`src/rtl/mmio_periph_bus_pkg.sv`:
```
// Shared definitions for the 0x8000-0x83FF peripheral window: register offsets,
// status bit positions, FSM state types and the address decoder.
package mmio_periph_bus_pkg;

  localparam logic [15:0] ADDR_PAR_IN    = 16'h8000;
  localparam logic [15:0] ADDR_PAR_OUT   = 16'h8002;
  localparam logic [15:0] ADDR_UART_DATA = 16'h8300;
  localparam logic [15:0] ADDR_UART_STAT = 16'h8302;
  localparam logic [15:0] ADDR_UART_CTRL = 16'h8304;
  localparam logic [15:0] ADDR_IRQ_STAT  = 16'h8306;

  localparam int unsigned STAT_TX_BUSY = 0;
  localparam int unsigned STAT_RX_PEND = 1;

  localparam logic [15:0] IRQ_VECTOR_DEFAULT = 16'h0010;

  typedef enum logic [2:0] {
    REG_NONE,
    REG_PAR_IN,
    REG_PAR_OUT,
    REG_UART_DATA,
    REG_UART_STAT,
    REG_UART_CTRL,
    REG_IRQ_STAT
  } reg_sel_e;

  typedef enum logic {
    TX_IDLE,
    TX_SEND
  } tx_state_e;

  typedef enum logic [1:0] {
    RX_IDLE,
    RX_START,
    RX_DATA,
    RX_STOP
  } rx_state_e;

  // Registers are word aligned, so address bit 0 never takes part in the match.
  function automatic reg_sel_e decode(input logic [15:0] addr);
    case ({addr[15:1], 1'b0})
      ADDR_PAR_IN:    return REG_PAR_IN;
      ADDR_PAR_OUT:   return REG_PAR_OUT;
      ADDR_UART_DATA: return REG_UART_DATA;
      ADDR_UART_STAT: return REG_UART_STAT;
      ADDR_UART_CTRL: return REG_UART_CTRL;
      ADDR_IRQ_STAT:  return REG_IRQ_STAT;
      default:        return REG_NONE;
    endcase
  endfunction

endpackage

```
`src/rtl/mmio_periph_bus_if.sv`:
```
// CPU data-port side of the peripheral window: single-cycle word accesses.
interface mmio_periph_bus_if;
  logic        i_sel;
  logic        i_we;
  logic        i_re;
  logic [15:0] i_addr;
  logic [15:0] i_wdata;
  logic [15:0] o_rdata;
  logic        o_rdy;

  modport master (output i_sel, i_we, i_re, i_addr, i_wdata, input o_rdata, o_rdy);
  modport slave  (input i_sel, i_we, i_re, i_addr, i_wdata, output o_rdata, o_rdy);
endinterface

```
`src/rtl/mmio_periph_bus_uart.sv`:
```
// 8N1 UART: TX shifter, 2-flop synchronised RX with mid-bit sampling, pending flag.
module mmio_periph_bus_uart
  import mmio_periph_bus_pkg::*;
#(
  parameter int unsigned CLKS_PER_BIT = 16
) (
  input  logic       i_clk,
  input  logic       i_rst,
  input  logic       tx_start,
  input  logic [7:0] tx_data,
  input  logic       rx_clr,
  output logic       tx_busy,
  output logic       rx_pending,
  output logic [7:0] rx_data,
  input  logic       i_uart_rx,
  output logic       o_uart_tx
);

  localparam int unsigned CW = (CLKS_PER_BIT > 1) ? $clog2(CLKS_PER_BIT) : 1;
  localparam logic [CW-1:0] CNT_LAST = CW'(CLKS_PER_BIT - 1);
  localparam logic [CW-1:0] CNT_HALF = CW'(CLKS_PER_BIT / 2 - 1);

  tx_state_e     tx_state;
  logic [8:0]    tx_sr;
  logic [3:0]    tx_bit;
  logic [CW-1:0] tx_cnt;

  rx_state_e     rx_state;
  logic          rx_s1, rx_s2, rx_prev;
  logic [7:0]    rx_sr;
  logic [2:0]    rx_bit;
  logic [CW-1:0] rx_cnt;
  logic          _rx_pending;

  assign tx_busy    = (tx_state == TX_SEND);
  assign rx_pending = _rx_pending;

  // Start bit is driven on the load edge; tx_sr holds data then stop bit.
  always_ff @(posedge i_clk) begin
    if (!i_rst) begin
      tx_state  <= TX_IDLE;
      o_uart_tx <= 1'b1;
      tx_sr     <= '0;
      tx_bit    <= '0;
      tx_cnt    <= '0;
    end else begin
      case (tx_state)
        TX_IDLE: begin
          if (tx_start) begin
            tx_state  <= TX_SEND;
            o_uart_tx <= 1'b0;
            tx_sr     <= {1'b1, tx_data};
            tx_bit    <= '0;
            tx_cnt    <= '0;
          end
        end
        TX_SEND: begin
          if (tx_cnt == CNT_LAST) begin
            tx_cnt <= '0;
            if (tx_bit == 4'd9) begin
              tx_state  <= TX_IDLE;
              o_uart_tx <= 1'b1;
            end else begin
              o_uart_tx <= tx_sr[0];
              tx_sr     <= {1'b0, tx_sr[8:1]};
              tx_bit    <= tx_bit + 1'b1;
            end
          end else begin
            tx_cnt <= tx_cnt + 1'b1;
          end
        end
        default: tx_state <= TX_IDLE;
      endcase
    end
  end

  // The clear is scheduled first so a same-cycle frame completion overrides it.
  always_ff @(posedge i_clk) begin
    if (!i_rst) begin
      rx_s1       <= 1'b1;
      rx_s2       <= 1'b1;
      rx_prev     <= 1'b1;
      rx_state    <= RX_IDLE;
      rx_sr       <= '0;
      rx_bit      <= '0;
      rx_cnt      <= '0;
      rx_data     <= '0;
      _rx_pending <= 1'b0;
    end else begin
      rx_s1   <= i_uart_rx;
      rx_s2   <= rx_s1;
      rx_prev <= rx_s2;
      if (rx_clr) _rx_pending <= 1'b0;
      case (rx_state)
        RX_IDLE: begin
          if (rx_prev && !rx_s2) begin
            rx_state <= RX_START;
            rx_cnt   <= '0;
          end
        end
        RX_START: begin
          if (rx_cnt == CNT_HALF) begin
            rx_cnt   <= '0;
            rx_bit   <= '0;
            rx_state <= rx_s2 ? RX_IDLE : RX_DATA;
          end else begin
            rx_cnt <= rx_cnt + 1'b1;
          end
        end
        RX_DATA: begin
          if (rx_cnt == CNT_LAST) begin
            rx_cnt <= '0;
            rx_sr  <= {rx_s2, rx_sr[7:1]};
            rx_bit <= rx_bit + 1'b1;
            if (rx_bit == 3'd7) rx_state <= RX_STOP;
          end else begin
            rx_cnt <= rx_cnt + 1'b1;
          end
        end
        RX_STOP: begin
          if (rx_cnt == CNT_LAST) begin
            rx_cnt   <= '0;
            rx_state <= RX_IDLE;
            if (rx_s2) begin
              rx_data     <= rx_sr;
              _rx_pending <= 1'b1;
            end
          end else begin
            rx_cnt <= rx_cnt + 1'b1;
          end
        end
        default: rx_state <= RX_IDLE;
      endcase
    end
  end

endmodule

```
`src/rtl/mmio_periph_bus.sv`:
```
// Peripheral window 0x8000-0x83FF: parallel port, UART and a single-vector
// interrupt controller behind a zero-wait-state word bus.
module mmio_periph_bus
  import mmio_periph_bus_pkg::*;
#(
  parameter int unsigned CLKS_PER_BIT = 16,
  parameter logic [15:0] IRQ_VECTOR   = IRQ_VECTOR_DEFAULT
) (
  input  logic                   i_clk,
  input  logic                   i_rst,
  mmio_periph_bus_if.slave       bus,
  input  logic [3:0]             i_par_i,
  output logic [3:0]             o_par_o,
  input  logic                   i_uart_rx,
  output logic                   o_uart_tx,
  input  logic                   i_in_irq,
  input  logic                   i_int_en,
  input  logic                   i_irq_ret,
  output logic                   o_irq_take,
  output logic [15:0]            o_irq_vector
);

  reg_sel_e   reg_sel;
  logic       wr, rd;
  logic       tx_busy, rx_pending;
  logic [7:0] rx_data;
  logic       rx_irq_en;
  logic       irq_armed;
  logic       irq_pend;
  logic       unused_bits;

  assign reg_sel     = decode(bus.i_addr);
  assign wr          = bus.i_sel & bus.i_we;
  assign rd          = bus.i_sel & bus.i_re;
  assign irq_pend    = rx_pending & rx_irq_en;
  assign o_irq_take  = irq_pend & i_int_en & ~i_in_irq & irq_armed;
  assign o_irq_vector = IRQ_VECTOR;
  assign bus.o_rdy   = 1'b1;
  assign unused_bits = ^{bus.i_wdata[15:8], bus.i_addr[0]};

  mmio_periph_bus_uart #(.CLKS_PER_BIT(CLKS_PER_BIT)) u_uart (
    .i_clk      (i_clk),
    .i_rst      (i_rst),
    .tx_start   (wr && (reg_sel == REG_UART_DATA) && !tx_busy),
    .tx_data    (bus.i_wdata[7:0]),
    .rx_clr     (wr && (reg_sel == REG_UART_STAT) && bus.i_wdata[STAT_RX_PEND]),
    .tx_busy    (tx_busy),
    .rx_pending (rx_pending),
    .rx_data    (rx_data),
    .i_uart_rx  (i_uart_rx),
    .o_uart_tx  (o_uart_tx)
  );

  always_ff @(posedge i_clk) begin
    if (!i_rst) begin
      o_par_o   <= '0;
      rx_irq_en <= 1'b0;
      irq_armed <= 1'b1;
    end else begin
      if (wr && (reg_sel == REG_PAR_OUT))   o_par_o   <= bus.i_wdata[3:0];
      if (wr && (reg_sel == REG_UART_CTRL)) rx_irq_en <= bus.i_wdata[0];
      if (o_irq_take)     irq_armed <= 1'b0;
      else if (i_irq_ret) irq_armed <= 1'b1;
    end
  end

  always_comb begin
    bus.o_rdata = '0;
    if (rd) begin
      case (reg_sel)
        REG_PAR_IN:    bus.o_rdata[3:0] = i_par_i;
        REG_PAR_OUT:   bus.o_rdata[3:0] = o_par_o;
        REG_UART_DATA: bus.o_rdata[7:0] = rx_data;
        REG_UART_STAT: begin
          bus.o_rdata[STAT_TX_BUSY] = tx_busy;
          bus.o_rdata[STAT_RX_PEND] = rx_pending;
        end
        REG_UART_CTRL: bus.o_rdata[0] = rx_irq_en;
        REG_IRQ_STAT:  bus.o_rdata[0] = irq_pend;
        default:       bus.o_rdata = '0;
      endcase
    end
  end

endmodule

```
`src/flat_wrapper.sv`:
```
// flat-port wrapper written by rule: the top's interface ports become plain ports
module mmio_periph_bus_flat import mmio_periph_bus_pkg::*;
#(
  parameter int unsigned CLKS_PER_BIT = 16,
  parameter logic [15:0] IRQ_VECTOR   = IRQ_VECTOR_DEFAULT
)
  (i_clk, i_rst, i_par_i, o_par_o, i_uart_rx, o_uart_tx, i_in_irq, i_int_en, i_irq_ret, o_irq_take, o_irq_vector, bus_i_sel, bus_i_we, bus_i_re, bus_i_addr, bus_i_wdata, bus_o_rdata, bus_o_rdy);
  mmio_periph_bus_if bus_i ();
  input  logic i_clk;
  input  logic i_rst;
  input  logic [3:0] i_par_i;
  output logic [3:0] o_par_o;
  input  logic i_uart_rx;
  output logic o_uart_tx;
  input  logic i_in_irq;
  input  logic i_int_en;
  input  logic i_irq_ret;
  output logic o_irq_take;
  output logic [15:0] o_irq_vector;
  input wire logic [$bits(bus_i.i_sel)-1:0] bus_i_sel;
  input wire logic [$bits(bus_i.i_we)-1:0] bus_i_we;
  input wire logic [$bits(bus_i.i_re)-1:0] bus_i_re;
  input wire logic [$bits(bus_i.i_addr)-1:0] bus_i_addr;
  input wire logic [$bits(bus_i.i_wdata)-1:0] bus_i_wdata;
  output wire logic [$bits(bus_i.o_rdata)-1:0] bus_o_rdata;
  output wire logic [$bits(bus_i.o_rdy)-1:0] bus_o_rdy;
  assign bus_i.i_sel = bus_i_sel;
  assign bus_i.i_we = bus_i_we;
  assign bus_i.i_re = bus_i_re;
  assign bus_i.i_addr = bus_i_addr;
  assign bus_i.i_wdata = bus_i_wdata;
  assign bus_o_rdata = bus_i.o_rdata;
  assign bus_o_rdy = bus_i.o_rdy;
  mmio_periph_bus #(.CLKS_PER_BIT(CLKS_PER_BIT), .IRQ_VECTOR(IRQ_VECTOR)) u_core (.i_clk(i_clk), .i_rst(i_rst), .bus(bus_i), .i_par_i(i_par_i), .o_par_o(o_par_o), .i_uart_rx(i_uart_rx), .o_uart_tx(o_uart_tx), .i_in_irq(i_in_irq), .i_int_en(i_int_en), .i_irq_ret(i_irq_ret), .o_irq_take(o_irq_take), .o_irq_vector(o_irq_vector));
endmodule
```
`config.mk`:
```
export PLATFORM = sky130hd
export DESIGN_NAME = mmio_periph_bus_flat
export DESIGN_NICKNAME = d
export VERILOG_FILES = /design/src/rtl/mmio_periph_bus_pkg.sv /design/src/rtl/mmio_periph_bus_if.sv /design/src/rtl/mmio_periph_bus_uart.sv /design/src/rtl/mmio_periph_bus.sv /design/src/flat_wrapper.sv
export SDC_FILE = /design/constraint.sdc
export NUM_CORES = 1
export LEC_CHECK = 0
export ABC_AREA = 1
export CORE_AREA = 5 5 98 77
export CTS_CLUSTER_SIZE = 20
export DETAILED_ROUTE_END_ITERATION = 10
export DIE_AREA = 0 0 103 82
export PLACE_DENSITY = 0.77
export SLEW_MARGIN = 20
export SYNTH_ARGS = -nofsm -noshare
export SYNTH_HDL_FRONTEND = slang
export SYNTH_HIERARCHICAL = 1
export SYNTH_SLANG_ARGS = --single-unit
```
`constraint.sdc`:
```
create_clock -name i_clk -period 2 [get_ports i_clk]
set_input_delay 0.2 -clock i_clk [delete_from_list [all_inputs] [get_ports i_clk]]
set_output_delay 0.2 -clock i_clk [all_outputs]
set_load 0.01 [all_outputs]
```
==> results_dict.tcl, run 1 <==
set metrics [dict create \
    synth_xor_area_share_pct 0.5783 \
    ys_top_cells_by_count "96 x nor2_1, 89 x nand2_1, 54 x dfxtp_1" \
    initial_core_util_pct 46.10 \
    synth_cell_types 37 \
    coreArea_um2 6571 \
    grt_pass1_vias 2607 \
    crit_start "bus_i_addr[9]" \
    fin_area_um2 3754 \
    crit_path_start_kind "input pin" \
    grt_max_degree 25 \
    hp-class "reg -> reg" \
    maxClockFrequency_mhz 518.2 \
    ys_seq_area_share_pct 35.69 \
    diodes 0 \
    ys_ff_latch 54 \
    slowest_delay_ns 0.48 \
    fin_nets 557 \
    synthAdderAreaFrac_pct 2.478 \
    synth_area_leaders "dfxtp_1 36%, nor2_1 12%, nand2_1 11%" \
    ant_nets 0 \
    drc 0 \
    antenna_found_initial 0 \
    p_per_area_nw_per_um2 539.7 \
    ys_warn_count 6 \
    synth-simple-area-share_pct 38.50 \
    gp_congestion 0.8823 \
    htreeDepth 2 \
    cts_tree "built" \
    gr-total-overflow 0 \
    worstReg2RegStart "u_core/u_uart/tx_cnt[0]$_SDFFE_PN0P_" \
    worst-setup-path-type "in -> out" \
    synthCells 442 \
    drive_above_1_share_pct 14.60 \
    post_drt_wl_per_cell_um 11.50 \
    cp.required_ns 1.80 \
    crit_chain "clkdlybuf4s50_1 -> inv_1 -> nor2_1 -> nand2_2 -> nor2_4 -> buf_4 -> nand3_1 -> nand2_1 -> nor2_1 -> a21oi_1 -> buf_2" \
    postSynthAreaPerCell_um2 6.853 \
    final_util_pct 57.12 \
    irDropWorstVdd_mv 0.2766 \
    fp.dieH_um 82 \
    cts_sinks 54 \
    crit_path_max_fanout 4 \
    status "finished clean" \
    dr.pass1.iters 4 \
    root_buffer "clkbuf_8" \
    syn2layout_area_growth_pct 23.92 \
    yosysTopAreaCellShare_pct 35.69 \
    hp-start "u_core/u_uart/rx_s1$_SDFF_PN1_" \
    synth_flop_cell "dfxtp_1" \
    cap_viol_max_count 0 \
    wirelength_um 6794 \
    via_count 2872 \
    endpoint_kind "output pin" \
    die_w_um 103 \
    grt_usage_pct 16.41 \
    clk_pin_slew_ns 0.09 \
    worst_path_most_repeated_cell "nor2_1" \
    clockBufferDepth 2 \
    synth_top_family_by_area "simple AND/OR/NAND/NOR gates" \
    place_area_um2 3591 \
    p_leak_nw 1.731 \
    hold_viol_final 0 \
    clk_latency_ns 0.32 \
    die-area_um2 8446 \
    power_mw 2.026 \
    synth_edf_count 0 \
    async_flop_share_pct 0 \
    synth_area_um2 3029 \
    yosysMostFrequentCell "nor2_1" \
    min_period_ns 1.930 \
    whs_ns 0.4208 \
    muxShareOfSynthArea_pct 0 \
    arrival_ns 1.73 \
    port_buffers 49 \
    io_pins 84 \
    viasPerCell 4.860 \
    place_hpwl_um 5000 \
    synth_area_leader_cell "dfxtp_1" \
    clock_skew_ns 0.009691 \
    nFillCells 610 \
    critical-path-slowest-cell "clkdlybuf4s50_1" \
    rows 26 \
    setup_viol 0 \
    cts-buffers-inserted 5 \
    synth-compound-area-share_pct 9.831 \
    period_share_pct 96.50 \
    drt_iter0_markers 106 \
    grt_pass1_wl_um 11220 \
    setup_tns_ns 0 \
    slew_violations 0 \
]
routing by layer:
layer | global-route usage, % | vias to the layer above | share of wire [%]
met3 | 4.754 | 8 | 9.1
met5 | 0 | - | 0
li1 | - | 1478 | -
met1 | 20.84 | 1296 | 45
met2 | 27.14 | 90 | 44
met4 | 4.657 | 0 | 1.3
layout by cell type (no fill, tap or decap), types with 2 or more instances in the layout:
master           synthesis  final
a21oi_1                 14     14
a21oi_2                  2      2
buf_4                   25     18
clkbuf_8                 0      5
clkdlybuf4s15_1          0      3
clkdlybuf4s50_1          0     40
conb_1                   2     25
dfxtp_1                 54     54
dlygate4sd2_1            0      3
ha_1                     6      6
inv_1                   30     30
inv_2                    6      6
inv_4                    2      2
nand2_1                 89     87
nand2_2                  7      8
nand2_4                  3      4
nand3_1                 25     25
nand3_2                  3      3
nand3b_1                 8      8
nand4_1                  5      5
nor2_1                  96     92
nor2_2                   4      7
nor2_4                   5      7
nor3_1                   2      2
o21ai_0                 30     30
o21ai_1                  2      2
or2_2                    2      2
registers in the layout, indices dropped and copies added, names as in the netlist, 3 cells and up, named ones only:
register	flops
u_core/o_par_o	4
u_core/u_uart/rx_bit	3
u_core/u_uart/rx_cnt	4
u_core/u_uart/rx_data	8
u_core/u_uart/rx_sr	8
u_core/u_uart/tx_bit	4
u_core/u_uart/tx_cnt	4
u_core/u_uart/tx_sr	9
report_power, final:
| group | switching, mW | total (mW) | internal [mW] | leakage, nW |
|---|---|---|---|---|
| registers | 0.00544 | 1.09 | 1.08 | 0.436 |
| clock network | 0.362 | 0.736 | 0.374 | 0.0514 |
| logic | 0.105 | 0.202 | 0.0962 | 1.24 |
| total | 0.473 | 2.03 | 1.55 | 1.73 |
worst max-delay path, delay by kind of cell:
family          cells  cell delay, ns
buf+inv             4            0.83
simple gates        6            0.55
compound gates      1            0.13
kinds of logic after synthesis:
family                   Yosys count
AND/OR/NAND/NOR                  252
buffers and inverters             73
AO/OA/AOI/OAI                     53
adder cells (fa/ha/maj)            6
other                              2
flip-flops                        54
XOR/XNOR                           2
what timing repair did:
action	CTS	global route
buffers inserted	2	1
hold buffers	0	0
pin swaps	3	5
gates cloned	1	0
endpoints found under the hold margin	0	0
setup endpoints to repair	8	7
resized for setup	13	14
layout make-up:
cell class                      instances  area, um2  share of cell area [%]
Tap cell                               84      105.1                   2.800
Multi-Input combinational cell        339       1692                   45.07
Clock buffer                            6      72.57                   1.933
Inverter                               39      151.4                   4.033
Timing Repair Buffer                   67      614.3                   16.37
Clock inverter                          2      37.54                   1.000
Sequential cell                        54       1081                   28.80
path summary, 6_finish.rpt:
path	endpoint	slack, ns	depth (start not counted)
worst max-delay path	bus_o_rdata[0]	0.07	11
worst min-delay path	u_core/u_uart/rx_s2$_SDFF_PN1_	0.42	1
worst max register to register	u_core/u_uart/tx_sr[7]$_SDFFE_PN0P_	0.48	8
worst min register to register	u_core/u_uart/rx_s2$_SDFF_PN1_	0.42	1
stage by stage:
stage,setup slack (ns),cells
2_1_floorplan,0.4951,465
3_3_place_gp,-0.2374,579
3_5_place_dp,-0.2641,579
4_1_cts,0.02397,590
5_1_grt,-0.01238,591
6_report,0.07008,591
(Power assumes the default switching activity.)
==> inputs of run 2 (changes only) <==
--- a/config.mk
+++ b/config.mk
@@ -10,7 +10,9 @@
 export CTS_CLUSTER_SIZE = 20
 export DETAILED_ROUTE_END_ITERATION = 10
 export DIE_AREA = 0 0 103 82
+export GPL_TIMING_DRIVEN = 0
 export PLACE_DENSITY = 0.77
+export REMOVE_ABC_BUFFERS = 1
 export SLEW_MARGIN = 20
 export SYNTH_ARGS = -nofsm -noshare
 export SYNTH_HDL_FRONTEND = slang
==> run 2 against run 1 <==
Against the previous run: flip-flop and latch count stayed put; fmax about the same; worst hold slack worse by 0.0029 ns; sequential share of layout area rose by 0.83 points; global-route usage fell by 0.36 points; first-iteration DRC count up 62%; die area is the same.
==> results_dict.tcl, run 2 (synthesis results as in run 1) <==
set metrics [dict create \
    status "finished clean" \
    endpoint_kind "output pin" \
    crit_end "bus_o_rdata[1]" \
    nFillCells 645 \
    worst-setup-path-type "in -> out" \
    reg_top3 "u_core/u_uart/tx_sr x9, u_core/u_uart/rx_data x8, u_core/u_uart/rx_sr x8" \
    maxClockFrequency_mhz 518.5 \
    slew_violations 0 \
    final_common_cell "nor2_1" \
    viasPerCell 4.941 \
    arrival_ns 1.73 \
    r2r_setup_slack_ns 0.27 \
    reg2reg_to "u_core/u_uart/tx_sr[7]$_SDFFE_PN0P_" \
    drive_above_1_share_pct 13.10 \
    coreArea_um2 6571 \
    setup_viol 0 \
    clock_skew_ns 0.009092 \
    largest-register "u_core/u_uart/tx_sr" \
    period_share_pct 96.44 \
    gr-total-overflow 0 \
    crit_path_max_fanout 4 \
    drt_iter0_markers 172 \
    p_leak_nw 1.665 \
    io_pins 84 \
    port_buffers 49 \
    wirelength_um 6887 \
    syn2layout_area_growth_pct 20.45 \
    slew_headroom_pct 55.61 \
    critical_path.top_delay_family "buffers and inverters" \
    critical-path-slowest-cell "clkdlybuf4s50_1" \
    cts-buffers-inserted 5 \
    place_area_um2 3473 \
    critPathBufInv 3 \
    dr.pass1.iters 4 \
    htreeDepth 2 \
    slowest_delay_ns 0.42 \
    hp-class "in -> reg" \
    cts_tree "built" \
    diodes 0 \
    ff2ff_path_depth 6 \
    fin_area_um2 3649 \
    fin_nets 546 \
    die_w_um 103 \
    post_drt_wl_per_cell_um 11.87 \
    irDropWorstVdd_mv 0.2814 \
    place_ws_ns -0.3616 \
    clockBufferDepth 2 \
    drc 0 \
    whs_ns 0.4179 \
    cts_sinks 54 \
    rows 26 \
    min_period_ns 1.929 \
    multi_input_area_um2 1699 \
    hold_viol_final 0 \
    crit_cells 10 \
    p_per_area_nw_per_um2 515.4 \
    place_hpwl_um 4905 \
    worstReg2RegStart "u_core/u_uart/tx_busy$_SDFF_PN0_" \
    antenna_found_initial 0 \
    clk_pin_slew_ns 0.10 \
    gp_congestion 0.8209 \
    grt_usage_pct 16.06 \
    grt_pass1_wl_um 11080 \
    ant_nets 0 \
    seqCellArea_um2 1081 \
    worst_path_most_repeated_cell "nor2_1" \
    initial_core_util_pct 46.10 \
    grt_max_degree 42 \
    fp.dieH_um 82 \
    crit_start "bus_i_addr[13]" \
    fin_ws_ns 0.07118 \
    root_buffer "clkbuf_8" \
    layout_common_cells "92 x nor2_1, 87 x nand2_1, 54 x dfxtp_1, 39 x clkdlybuf4s50_1" \
    largest_reg_flops 9 \
    tightestPinTransition_ns 0.6659 \
    cap_viol_max_count 0 \
    crit_path_start_kind "input pin" \
    cts_hold_buf 0 \
    crit_chain "clkdlybuf4s50_1 -> nor2_2 -> nand2_4 -> nor2_4 -> buf_4 -> nand3_1 -> nand2_1 -> nor2_1 -> nor2_1 -> clkdlybuf4s15_1" \
    via_count 2866 \
    cp.required_ns 1.80 \
    clk_latency_ns 0.31 \
    grt_pass1_vias 2553 \
    die-area_um2 8446 \
]
[run 2: worst min-delay path by stage]
| stage | start | endpoint | slack, ns | cells past startpoint |
|---|---|---|---|---|
| after global routing | u_core/u_uart/rx_s1$_SDFF_PN1_ | u_core/u_uart/rx_s2$_SDFF_PN1_ | 0.43 | 1 |
| after detailed placement | u_core/u_uart/rx_s1$_SDFF_PN1_ | u_core/u_uart/rx_s2$_SDFF_PN1_ | 0.40 | 1 |
| after CTS | i_rst | u_core/u_uart/rx_prev$_SDFF_PN1_ | 0.41 | 2 |
| after floorplan | i_rst | u_core/irq_armed$_SDFFE_PN1P_ | 0.28 | 1 |
| after global placement | u_core/u_uart/rx_s1$_SDFF_PN1_ | u_core/u_uart/rx_s2$_SDFF_PN1_ | 0.40 | 1 |
| final | i_rst | u_core/irq_armed$_SDFFE_PN1P_ | 0.42 | 2 |
[run 2: timing repair]
action | in CTS | in global routing
pin swaps | 4 | 8
gates resized for setup | 12 | 15
setup endpoints to repair | 17 | 15
gates cloned | 1 | 0
hold endpoints to repair | 0 | 0
setup buffers | 5 | 2
[run 2: area by class of cell]
cell class | instances | area share [%]
clock buffer | 6 | 1.989
clock inverter | 2 | 0.3772
inverter | 39 | 4.150
multi-input combinational | 339 | 46.57
sequential | 54 | 29.63
tap | 84 | 2.881
timing repair buffer | 56 | 14.40
[run 2: where the power goes]
| group | internal, mW | switching (mW) |
|---|---|---|
| Sequential | 1.08 | 0.00549 |
| Combinational | 0.0891 | 0.108 |
| Clock | 0.248 | 0.347 |
[run 2: metrics by stage]
step | TNS, ns | instances | util, % | power [mW]
after floorplan | 0 | 431 | - | 1.199
after global placement | -11.09 | 564 | 52.93 | 1.297
after detailed placement | -5.574 | 564 | 52.86 | 1.299
after CTS | 0 | 578 | 54.95 | 1.905
after global routing | -0.05685 | 580 | 55.52 | 1.973
final | 0 | 580 | 55.52 | 1.880
[run 2: layer usage]
layer | part of all wire [%] | global-route usage (%)
met5 | 0 | 0
met4 | 0.68 | 5.304
met3 | 9.0 | 3.480
met2 | 45 | 26.76
met1 | 45 | 20.63
==> inputs of run 3 (changes only) <==
--- a/config.mk
+++ b/config.mk
@@ -12,7 +12,6 @@
 export DIE_AREA = 0 0 103 82
 export GPL_TIMING_DRIVEN = 0
 export PLACE_DENSITY = 0.77
-export REMOVE_ABC_BUFFERS = 1
 export SLEW_MARGIN = 20
 export SYNTH_ARGS = -nofsm -noshare
 export SYNTH_HDL_FRONTEND = slang
==> run 3 against run 2 <==
Against the previous run: fmax grew 4.9%; via count is 1.3% higher; first-iteration DRC count grew 40%; count of clock-buffer cells in the layout decreased by 1; sequential share of layout area fell by 1.7 points; critical path type unchanged; largest cell class unchanged.
==> results_dict.tcl, run 3 (synthesis results as in run 1) <==
set metrics [dict create \
    power_mw 2.184 \
    post_drt_wl_per_cell_um 11.71 \
    tightestPinTransition_ns 0.5269 \
    cp.required_ns 1.80 \
    dr.pass1.iters 4 \
    ant_nets 0 \
    setup_tns_ns 0 \
    arrival_ns 1.64 \
    place_inst 598 \
    critPathBufInv 3 \
    fin_nets 576 \
    nFillCells 615 \
    endpoint_kind "output pin" \
    status "finished clean" \
    crit_cells 10 \
    wirelength_um 7141 \
    initial_core_util_pct 46.10 \
    viasPerCell 4.761 \
    whs_ns 0.4293 \
    port_buffers 49 \
    holdPathStages 1 \
    hold_viol_final 0 \
    drc 0 \
    maxClockFrequency_mhz 543.6 \
    fin_ws_ns 0.1604 \
    grt_use_met3_pct 3.820 \
    antenna_found_initial 0 \
    crit_chain "clkdlybuf4s50_1 -> inv_1 -> nor2_1 -> nand2_1 -> nor2_4 -> nand2_4 -> nor2_1 -> nor3_1 -> nor2_1 -> clkbuf_2" \
    busiest_layer "met2" \
    min_period_ns 1.840 \
    place_area_um2 3711 \
    syn2layout_area_growth_pct 27.76 \
    drt_iter0_markers 240 \
    place_hpwl_um 5412 \
    period_share_pct 91.98 \
    hp-class "reg -> reg" \
    cts_sinks 54 \
    seqCellArea_um2 1081 \
    largest_reg_flops 9 \
    die-area_um2 8446 \
    cap_viol_max_count 0 \
    grt_pass1_vias 2609 \
    coreArea_um2 6571 \
    cts-buffers-inserted 5 \
    rows 26 \
    slew_violations 0 \
    reg_top3 "u_core/u_uart/tx_sr x9, u_core/u_uart/rx_data x8, u_core/u_uart/rx_sr x8" \
    rsz0062_at_grt "false" \
    fin_area_um2 3870 \
    grt_pass1_wl_um 11500 \
    gr-total-overflow 0 \
    grtUsageMet2_pct 28.81 \
    drive_above_1_share_pct 16.54 \
    cts_tree "built" \
    multi_input_area_um2 1660 \
    crit_path_start_kind "input pin" \
    slew_headroom_pct 64.87 \
    htreeDepth 2 \
    crit_path_max_fanout 7 \
    fp.dieH_um 82 \
    io_pins 84 \
    worst_path_most_repeated_cell "nor2_1" \
    gp_congestion 0.8270 \
    final_cells 610 \
    setup_viol 0 \
    irDropWorstVdd_mv 0.3776 \
    grt_max_degree 18 \
    via_count 2904 \
    ff2ff_path_depth 8 \
    critical_path.top_delay_family "simple AND/OR/NAND/NOR gates" \
    place_ws_ns -0.2912 \
    grt_usage_pct 16.89 \
    clock_skew_ns 0.01160 \
    slowest_delay_ns 0.48 \
    clk_pin_slew_ns 0.10 \
    worst-setup-path-type "in -> out" \
    critical-path-slowest-cell "clkdlybuf4s50_1" \
    use_met1_pct 21.36 \
    root_buffer "clkbuf_8" \
    final_common_cell "nor2_1" \
    p_per_area_nw_per_um2 564.2 \
    largest-register "u_core/u_uart/tx_sr" \
    layout_common_cells "95 x nor2_1, 88 x nand2_1, 54 x dfxtp_1, 40 x clkdlybuf4s50_1" \
    diodes 0 \
    die_w_um 103 \
    p_leak_nw 1.832 \
    final_util_pct 58.89 \
    clockBufferDepth 2 \
    clk_latency_ns 0.31 \
]
[run 3: changes by cell type in the layout (fill, tap and decap cells not counted), sizes merged]
cell and delta:
buf +24, clkdlybuf4s15 -2, clkbuf +7, clkinv -1, bufinv +2, clkdlybuf4s50 +1
nor2 -1
[run 3: repair_timing]
action / in CTS / in global routing
setup buffers: 4 / 0
endpoints found under the setup margin: 8 / 17
resized for setup: 12 / 11
hold buffers: 0 / 0
pin swaps: 2 / 2
[run 3: report_power, final]
group,switching (mW),internal (mW),total [mW]
sequential,0.00603,1.08,1.09
combinational,0.111,0.121,0.232
clock,0.361,0.501,0.863
total,0.478,1.71,2.18
[run 3: final cells by class]
class | count | area share [%]
multi-input combinational | 338 | 42.90
sequential | 54 | 27.93
timing repair buffer | 53 | 12.96
buffer | 34 | 6.014
inverter | 39 | 3.912
tap | 84 | 2.716
clock buffer | 5 | 1.778
clock inverter | 3 | 1.778
[run 3: final timing paths]
| check | slack (ns) | end | startpoint |
|---|---|---|---|
| worst min-delay path | 0.43 | u_core/u_uart/rx_s2$_SDFF_PN1_ | u_core/u_uart/rx_s1$_SDFF_PN1_ |
| worst min register to register | 0.43 | u_core/u_uart/rx_s2$_SDFF_PN1_ | u_core/u_uart/rx_s1$_SDFF_PN1_ |
| worst max register to register | 0.46 | u_core/u_uart/tx_sr[5]$_SDFFE_PN0P_ | u_core/u_uart/tx_cnt[0]$_SDFFE_PN0P_ |
| worst max-delay path | 0.16 | bus_o_rdata[2] | bus_i_addr[9] |
[run 3: metal layers]
metal	wire length [um]	up-vias
met5	0	-
met4	67	0
met3	703	7
met2	3247	87
met1	3123	1294
li1	-	1516
